### src/rtl/pkt_ingress_buf.sv
// rtl/pkt_ingress_buf.sv - packet ingress buffer, commit-on-eop, drop on overflow
// Only whole committed packets are ever read; partial packets are rewound away.
module pkt_ingress_buf #(
   parameter int DW         = 32,
   parameter int RAM_ADDR_W = 5,
   parameter int ID         = 0
) (
   input  logic          clk,
   input  logic          rst_n,
   input  logic          i_sop,
   input  logic          i_vld,
   input  logic [DW-1:0] i_data,
   input  logic          i_eop,
   input  logic          i_rdy,
   output logic          o_sop,
   output logic          o_vld,
   output logic [DW-1:0] o_data,
   output logic          o_eop,
   output logic [7:0]    o_id,
   output logic [15:0]   o_pkt_cnt,
   output logic [15:0]   o_drop_cnt,
   output logic [15:0]   o_err_cnt
);
   localparam int PW = RAM_ADDR_W + 1;
   localparam logic [PW-1:0] DEPTH = {1'b1, {RAM_ADDR_W{1'b0}}};

   typedef enum logic [1:0] {W_IDLE, W_PKT, W_DROP} wstate_t;

   logic [DW:0]    mem [2**RAM_ADDR_W];
   wstate_t        wstate, wstate_n;
   logic [PW-1:0]  wr_ptr, wr_ptr_n;
   logic [PW-1:0]  commit_ptr, commit_ptr_n;
   logic [PW-1:0]  rd_ptr;
   logic [PW-1:0]  wr_addr;
   logic [PW-1:0]  fill, fill_sop;
   logic           wr_en;
   logic           inc_pkt, inc_drop, inc_err;
   logic           empty, load, at_sop;
   logic [DW:0]    rd_word;

   assign o_id     = ID[7:0];
   assign fill     = wr_ptr - rd_ptr;
   // A sop always restarts from the last commit point, so fullness is judged there.
   assign fill_sop = commit_ptr - rd_ptr;
   assign empty    = (commit_ptr == rd_ptr);
   assign load     = !empty && (!o_vld || i_rdy);
   assign rd_word  = mem[rd_ptr[RAM_ADDR_W-1:0]];

   always_comb begin
      wstate_n     = wstate;
      wr_ptr_n     = wr_ptr;
      commit_ptr_n = commit_ptr;
      wr_en        = 1'b0;
      wr_addr      = wr_ptr;
      inc_pkt      = 1'b0;
      inc_drop     = 1'b0;
      inc_err      = 1'b0;
      if (i_vld) begin
         if (i_sop) begin
            inc_err = (wstate != W_IDLE);
            if (fill_sop == DEPTH) begin
               inc_drop = 1'b1;
               wr_ptr_n = commit_ptr;
               wstate_n = i_eop ? W_IDLE : W_DROP;
            end else begin
               wr_en    = 1'b1;
               wr_addr  = commit_ptr;
               wr_ptr_n = commit_ptr + 1'b1;
               if (i_eop) begin
                  commit_ptr_n = commit_ptr + 1'b1;
                  inc_pkt      = 1'b1;
                  wstate_n     = W_IDLE;
               end else begin
                  wstate_n = W_PKT;
               end
            end
         end else begin
            case (wstate)
               W_IDLE: inc_err = 1'b1;
               W_PKT: begin
                  if (fill == DEPTH) begin
                     inc_drop = 1'b1;
                     wr_ptr_n = commit_ptr;
                     wstate_n = i_eop ? W_IDLE : W_DROP;
                  end else begin
                     wr_en    = 1'b1;
                     wr_ptr_n = wr_ptr + 1'b1;
                     if (i_eop) begin
                        commit_ptr_n = wr_ptr + 1'b1;
                        inc_pkt      = 1'b1;
                        wstate_n     = W_IDLE;
                     end
                  end
               end
               W_DROP: if (i_eop) wstate_n = W_IDLE;
               default: wstate_n = W_IDLE;
            endcase
         end
      end
   end

   always_ff @(posedge clk) begin
      if (wr_en) mem[wr_addr[RAM_ADDR_W-1:0]] <= {i_eop, i_data};
   end

   always_ff @(posedge clk or negedge rst_n) begin
      if (!rst_n) begin
         wstate     <= W_IDLE;
         wr_ptr     <= '0;
         commit_ptr <= '0;
         o_pkt_cnt  <= '0;
         o_drop_cnt <= '0;
         o_err_cnt  <= '0;
      end else begin
         wstate     <= wstate_n;
         wr_ptr     <= wr_ptr_n;
         commit_ptr <= commit_ptr_n;
         if (inc_pkt && o_pkt_cnt != 16'hFFFF) o_pkt_cnt <= o_pkt_cnt + 16'd1;
         if (inc_drop && o_drop_cnt != 16'hFFFF) o_drop_cnt <= o_drop_cnt + 16'd1;
         if (inc_err && o_err_cnt != 16'hFFFF) o_err_cnt <= o_err_cnt + 16'd1;
      end
   end

   // Output register reloads whenever it is empty or being consumed this cycle.
   always_ff @(posedge clk or negedge rst_n) begin
      if (!rst_n) begin
         rd_ptr <= '0;
         at_sop <= 1'b1;
         o_vld  <= 1'b0;
         o_sop  <= 1'b0;
         o_eop  <= 1'b0;
         o_data <= '0;
      end else if (load) begin
         rd_ptr <= rd_ptr + 1'b1;
         at_sop <= rd_word[DW];
         o_vld  <= 1'b1;
         o_sop  <= at_sop;
         o_eop  <= rd_word[DW];
         o_data <= rd_word[DW-1:0];
      end else if (o_vld && i_rdy) begin
         o_vld <= 1'b0;
      end
   end
endmodule

### config.mk
export PLATFORM = sky130hd
export DESIGN_NAME = pkt_ingress_buf
export DESIGN_NICKNAME = d
export VERILOG_FILES = /design/src/rtl/pkt_ingress_buf.sv
export SDC_FILE = /design/constraint.sdc
export NUM_CORES = 1
export LEC_CHECK = 0
export CAP_MARGIN = 25
export CELL_PAD_IN_SITES_DETAIL_PLACEMENT = 1
export CELL_PAD_IN_SITES_GLOBAL_PLACEMENT = 2
export CORE_UTILIZATION = 45
export CTS_BUF_LIST = sky130_fd_sc_hd__clkbuf_8
export DETAILED_ROUTE_END_ITERATION = 12
export DONT_BUFFER_PORTS = 1
export GPL_ROUTABILITY_DRIVEN = 0
export PLACE_DENSITY = 0.72
export SYNTH_ARGS = -nofsm -noshare
export SYNTH_HDL_FRONTEND = slang
export SYNTH_SLANG_ARGS = --single-unit
### constraint.sdc
create_clock -name clk -period 5.8 [get_ports clk]
set_clock_uncertainty 0.1 [all_clocks]
set_input_delay 1.16 -clock clk [delete_from_list [all_inputs] [get_ports clk]]
set_output_delay 1.16 -clock clk [all_outputs]
set_load 0.005 [all_outputs]
==> reports/results.ini, run 1 <==
[outcome]
status = complete, no violations

[min_path]
holdCritPathClass = in2async

[global_route]
grt_pass1_wl_um = 166000
antenna_found_initial = 11
grt_max_degree = 132
overflow = 0
grt_usage_pct = 22.9
grt_pass1_vias = 23200

[synth]
ys_ff_latch = 1160
async_reset_ff_share_pct = 8.97
synth_simple_gate_area_share_pct = 2.70
ys_warn_count = 0
synth_fa_ha_area_share_pct = 0.549
synthMuxAreaShare_pct = 17.5
synth_top_flop_cell = edfxtp_1
synth_area_leaders = edfxtp_1 (70%), mux4_2 (16%), dfrtp_1 (5.7%)
synth.most_common_cell = edfxtp_1
synth_xor_area_share_pct = 1.13
yosys-top-cells-count = edfxtp_1 (1056), mux4_2 (330), dfrtp_1 (103)
synth_seq_area_share_pct = 75.3
synth_cell_types = 62
syn_area_mm2 = 0.0456
synth_top_family_by_area = multiplexers
synthCells = 2101
syn_area_per_cell_um2 = 21.7
yosysTopAreaCell = edfxtp_1
synth_edf_count = 1056
synth_top_area_share_pct = 69.6
synth-compound-area-share_pct = 1.42

[setup_path]
worstPathMaxFanout = 20
cp.required_ns = 6.20
cp.arrival_ns = 4.84
cp_cell_sequence = inv_1 -> ha_1 -> nand2b_1 -> a21oi_1 -> o2bb2ai_1 -> o21ai_1 -> o211ai_2 -> buf_4 -> a2bb2oi_4 -> nor3_2 -> buf_6 -> buf_4
worstSetupPathType = reg2reg
cp_common_cell = buf_4
critPathLaunchType = flop
crit_path_top_delay_cell = nor3_2
critPathCaptureType = flop
max_stage_delay_ns = 0.68

[drt]
via_count = 21900
avgRoutedWirePerCell_um = 30.5
wl_um = 115000
postRouteAntennaNets = 0
drt_first_pass_iters = 5
drc = 0
drtIter0Drc = 2006
vias_per_cell = 5.81

[cts]
clk_pin_slew_ns = 0.06
clk_path_buf_depth = 3
clkLatencyLatePin_ns = 0.83
root_buffer = clkbuf_8
post_cts_buffers = 0
cts_tree = done
htreeDepth = 4
numCtsBuffers = 192
clkSinkCount = 1160

[floorplan]
io_pins = 129
die_h_um = 320
rows = 116
dieArea_mm2 = 0.103
core_area_mm2 = 0.100
start_util_pct = 45.4
die_w_um = 320

[placement]
dpl.hpwl_um = 69800
place_inst = 3417
port_buffers = 0
preCtsSetupSlack_ns = 1.40

[pwr]
p_per_area_mw_per_mm2 = 466
ir_worst_vdd_mv = 0.350
p_leak_nw = 16.8

[sta]
whs_ns = 0.0884
maxClockFrequency_mhz = 226
finalHoldViolCount = 0
fin_crit_ns = 4.43
worstMarginPinSlew_ns = 1.02
setup_slack_ns = 1.37
slew_headroom_pct = 32.3
setup_viol = 0
final_max_slew_viol_count = 0
fin_tns_setup_ns = 0
rsz0062_at_grt = no
min_period_over_period_pct = 76.4

[layout]
final_cell_count_no_fill = 3774
syn_to_final_growth_pct = 12.4
drive_gt1_share_pct = 29.5
nNetsFinal = 2313

[job]
drv_cap = 0

cell usage in the layout (no fill, tap or decap), types with 5 or more instances in the layout:
| master | Yosys | routed |
|---|---|---|
| a21oi_1 | 10 | 10 |
| and3_1 | 10 | 10 |
| and4_1 | 5 | 5 |
| buf_16 | 0 | 5 |
| buf_4 | 17 | 53 |
| bufinv_16 | 0 | 5 |
| clkbuf_8 | 0 | 211 |
| clkinv_1 | 1 | 37 |
| clkinv_2 | 0 | 19 |
| clkinvlp_4 | 0 | 6 |
| conb_1 | 1 | 8 |
| dfrtp_1 | 103 | 100 |
| edfxtp_1 | 1056 | 1056 |
| ha_1 | 20 | 20 |
| inv_1 | 20 | 90 |
| mux2_2 | 7 | 7 |
| mux2i_1 | 36 | 36 |
| mux2i_2 | 6 | 6 |
| mux4_2 | 330 | 330 |
| nand2_1 | 76 | 76 |
| nand2b_1 | 7 | 6 |
| nand3_1 | 28 | 28 |
| nand4_1 | 19 | 19 |
| nor2_1 | 35 | 35 |
| nor2b_1 | 7 | 7 |
| nor3_1 | 46 | 14 |
| nor3_2 | 0 | 31 |
| nor4_1 | 5 | 5 |
| o21ai_0 | 48 | 48 |
| xnor2_1 | 39 | 39 |
| xor2_1 | 18 | 18 |
sequential cells by signal, indices dropped and copies added, names as in the netlist:
name and cells:
o_err_cnt 16, o_sop 1, o_data 32, commit_ptr 6, mem 1056, o_eop 1, wstate 2, at_sop 1
o_vld 1, wr_ptr 6, o_drop_cnt 16, rd_ptr 6, o_pkt_cnt 16
metal layers:
| layer | GRT usage [%] | wire [um] |
|---|---|---|
| met5 | 0 | 34 |
| met4 | 7.26 | 2990 |
| met3 | 7.24 | 10100 |
| met2 | 34.9 | 53700 |
| met1 | 31.4 | 48300 |
layout make-up:
cell class,count,area (um2)
diodes,3,7.51
clock buffers,211,2900
clock inverters,142,748
fillers,8880,49000
inverters,22,87.6
multi-input cells,814,10800
flip-flops and latches,1160,34300
well taps,1357,1700
repair buffers,65,649
cells by family after synthesis:
logic type      after synthesis
flops                      1160
mux                         381
simple gates                251
buf+inv                     134
compound gates               96
xor+xnor                     58
fa+ha+maj                    20
other cells                   1
repair_timing:
action	CTS	global route
resized for setup	0	0
endpoints found under the hold margin	103	0
hold buffers	1	0
setup endpoints to repair	0	0
metrics by stage:
stage	instance area (um2)	utilization [%]	power, mW
2_1_floorplan	45600	-	14.9
3_5_place_dp	47600	47.4	17.3
4_1_cts	51200	51.1	24.2
3_3_place_gp	47400	47.3	17.2
6_report	51300	51.1	23.9
5_1_grt	51200	51.1	24.9
power breakdown:
part	internal, mW	total (mW)	switching [mW]
registers	9.73	10.1	0.375
logic	3.10	6.98	3.88
clock network	3.56	6.79	3.23
critical path: cells and delay by family, from the launching register on:
| family | cells | cell delay, ns |
|---|---|---|
| flip-flops | 1 | 0.58 |
| adder cells (fa/ha/maj) | 1 | 0.23 |
| AND/OR/NAND/NOR | 2 | 0.84 |
| AO/OA/AOI/OAI | 5 | 1.33 |
| buffers and inverters | 4 | 1.02 |
worst paths after layout:
path,start,end,slack (ns),cells past startpoint
worst max-delay path,commit_ptr[0]$_DFFE_PN0P_,mem[20][16]$_DFFE_PP_,1.37,12
worst min-delay path,rst_n,at_sop$_DFFE_PN1P_,0.09,0
worst max register to register,commit_ptr[0]$_DFFE_PN0P_,mem[20][16]$_DFFE_PP_,1.37,12
worst min register to register,at_sop$_DFFE_PN1P_,o_sop$_DFFE_PN0P_,0.39,2
max in group asynchronous,rst_n,o_data[11]$_DFFE_PN0P_,4.82,1
min in group clk,i_data[13],mem[29][13]$_DFFE_PP_,0.32,0
Power figures use the tool's default switching activity.
==> run 2, diff against run 1 <==
PLACE_DENSITY = 0.69   (was 0.72)
clock period = 4.4 ns   (was 5.8 ns; I/O delays follow)
==> reports/results.ini, run 2 (synthesis results as in run 1) <==
[sta]
fin_crit_ns = 3.93  ; -0.504 ns
worstMarginPinSlew_ns = 1.12  ; +0.103 ns
maxClockFrequency_mhz = 255  ; +13%
setup_viol = 0  ; unchanged
finalHoldViolCount = 0  ; unchanged
slew_headroom_pct = 25.2  ; -7.1 points
setup_slack_ns = 0.472  ; -0.896 ns
min_period_over_period_pct = 89.3  ; +13 points
final_max_slew_viol_count = 0  ; unchanged
rsz0062_at_grt = no

[floorplan]
dieArea_mm2 = 0.103  ; unchanged
die_h_um = 320  ; unchanged
io_pins = 129  ; unchanged
rows = 116  ; unchanged
core_area_mm2 = 0.100  ; unchanged
start_util_pct = 45.4  ; unchanged
die_w_um = 320  ; unchanged

[setup_path]
cp.required_ns = 4.84  ; -1.36 ns
cp_common_cell = buf_4
crit_path_top_delay_cell = mux2i_2
worstSetupPathType = reg2reg
cp.arrival_ns = 4.37  ; -0.47 ns
max_stage_delay_ns = 0.80  ; +0.12 ns
path_buf_inv = 4  ; unchanged
worstPathMaxFanout = 18  ; -10%
critPathCaptureType = flop
critPathLaunchType = flop
crit_family = buffers and inverters
cp_cell_sequence = inv_1 -> ha_1 -> o21ai_0 -> a21oi_1 -> o41ai_2 -> nor2_4 -> o211ai_2 -> buf_4 -> mux2i_2 -> buf_4 -> nor3_4 -> buf_4

[drt]
met1_length_um = 48800  ; +1.1%
dr_wl_met2_um = 56300  ; +4.9%
postRouteAntennaNets = 0  ; unchanged
vias_per_cell = 5.76  ; -0.93%
wl_um = 115000  ; -0.11%
drtIter0Drc = 2106  ; +5.0%
wl_met3_um = 7520  ; -25%
drc = 0  ; unchanged
via_count = 22300  ; +1.5%
avgRoutedWirePerCell_um = 29.7  ; -2.5%
drt_first_pass_iters = 7  ; +2
top_layer = met5

[cts]
clk_pin_slew_ns = 0.06  ; about the same
cts-resized-gates = 0  ; unchanged
htreeDepth = 4  ; unchanged
numCtsBuffers = 190  ; -1.0%
clkSinkCount = 1160  ; unchanged
root_buffer = clkbuf_8
post_cts_buffers = 0  ; unchanged
clk_path_buf_depth = 3  ; unchanged
cts_tree = done
hold_buffers = 37  ; +36
clkLatencyLatePin_ns = 0.87  ; +0.04 ns

[outcome]
status = complete, no violations

[layout]
final_cell_mix = edfxtp_1 (1056), mux4_2 (330), clkbuf_8 (209), dfrtp_1 (100), buf_4 (98)
seq_area_mm2 = 0.0343  ; unchanged
multi_input_area_mm2 = 0.0110  ; +1.8%
syn_to_final_growth_pct = 15.3
final_common_cell = edfxtp_1
largest_reg_flops = 1056  ; unchanged
nNetsFinal = 2407  ; +4.1%
fillers = 8755  ; -1.4%
drive_gt1_share_pct = 31.1  ; +1.6 points

[pwr]
p_switching_mw = 9.60  ; +28%
p_per_area_mw_per_mm2 = 593  ; +27%
p_clk_share_pct = 28.3  ; about the same
ir_worst_vdd_mv = 0.413  ; +18%
intPower_mw = 21.6  ; +32%
switching_share_pct = 30.8  ; -0.56 points
total_power_mw = 31.2  ; +31%
p_leak_nw = 17.6  ; +5.0%
power_frac_comb_pct = 29.0  ; -0.2 points
seq_power_share_pct = 42.7  ; +0.4 points

[global_route]
grt_max_degree = 152  ; +15%
grt_pass1_vias = 24000  ; +3.5%
antenna_found_initial = 4  ; -7
overflow = 0  ; unchanged
grt_pass1_wl_um = 168000  ; +0.69%
grt_usage_pct = 22.9  ; about the same

[job]
drv_cap = 0  ; unchanged

[min_path]
holdCritPathClass = in2reg

[placement]
port_buffers = 0  ; unchanged
preCtsSetupSlack_ns = 0.516  ; -0.889 ns
dpl.hpwl_um = 65200  ; -6.6%

[run 2: cell count changes in the layout (fill, tap and decap cells not counted), sizes merged]
cell / previous run / this run
buf: 65 / 127
dlygate4sd3: 0 / 26
clkbuf: 211 / 217
clkinv: 56 / 50
inv: 97 / 103
bufinv: 5 / 3
clkinvlp: 6 / 8
diode: 3 / 2
[run 2: per-stage QoR]
stage / cell area [um2] / util (%) / hold slack (ns) / std cells / TNS [ns]
3_3_place_gp: 47900 / 47.8 / 0.379 / 3454 / 0
4_1_cts: 52100 / 51.9 / 0.00877 / 3845 / 0
2_1_floorplan: 45900 / - / 0.368 / 2108 / -154.94
5_1_grt: 52500 / 52.4 / 0.0320 / 3867 / 0
6_report: 52500 / 52.4 / 0.0932 / 3867 / 0
3_5_place_dp: 48000 / 47.9 / 0.400 / 3457 / 0
[run 2: power groups by stage]
stage / registers, mW / logic [mW] / clock network, mW
final: 13.3 / 9.04 / 8.82
after global routing: 13.4 / 9.69 / 9.48
after CTS: 13.3 / 9.14 / 9.07
after detailed placement: 13.5 / 8.89 / 0
after global placement: 13.5 / 8.74 / 0
after floorplan: 13.3 / 6.37 / 0
[run 2: layout make-up]
cell class                 count  area share, %
sequential                  1160           65.3
multi-input combinational    814           21.0
tap                         1357           3.23
clock inverter               142           1.33
antenna                        2        0.00953
inverter                      22          0.167
timing repair buffer         161           3.46
clock buffer                 209           5.48
[run 2: worst paths after layout]
path | from | endpoint | slack, ns | cells after the start
max | rd_ptr[2]$_DFFE_PN0P_ | mem[16][8]$_DFFE_PP_ | 0.47 | 12
min | i_sop | commit_ptr[5]$_DFFE_PN0P_ | 0.09 | 2
min reg2reg | at_sop$_DFFE_PN1P_ | o_sop$_DFFE_PN0P_ | 0.40 | 2
max reg2reg | rd_ptr[2]$_DFFE_PN0P_ | mem[16][8]$_DFFE_PP_ | 0.47 | 12
min in group asynchronous | rst_n | o_pkt_cnt[1]$_DFFE_PN0P_ | 0.61 | 2
max in group asynchronous | rst_n | o_data[11]$_DFFE_PN0P_ | 3.08 | 2
[run 2: per-layer routing]
metal  track usage (%)  vias up
met3              5.28      154
met4              6.29        4
met1              31.4    12000
met5                 0        -
met2              36.9      789
li1                  -     9276
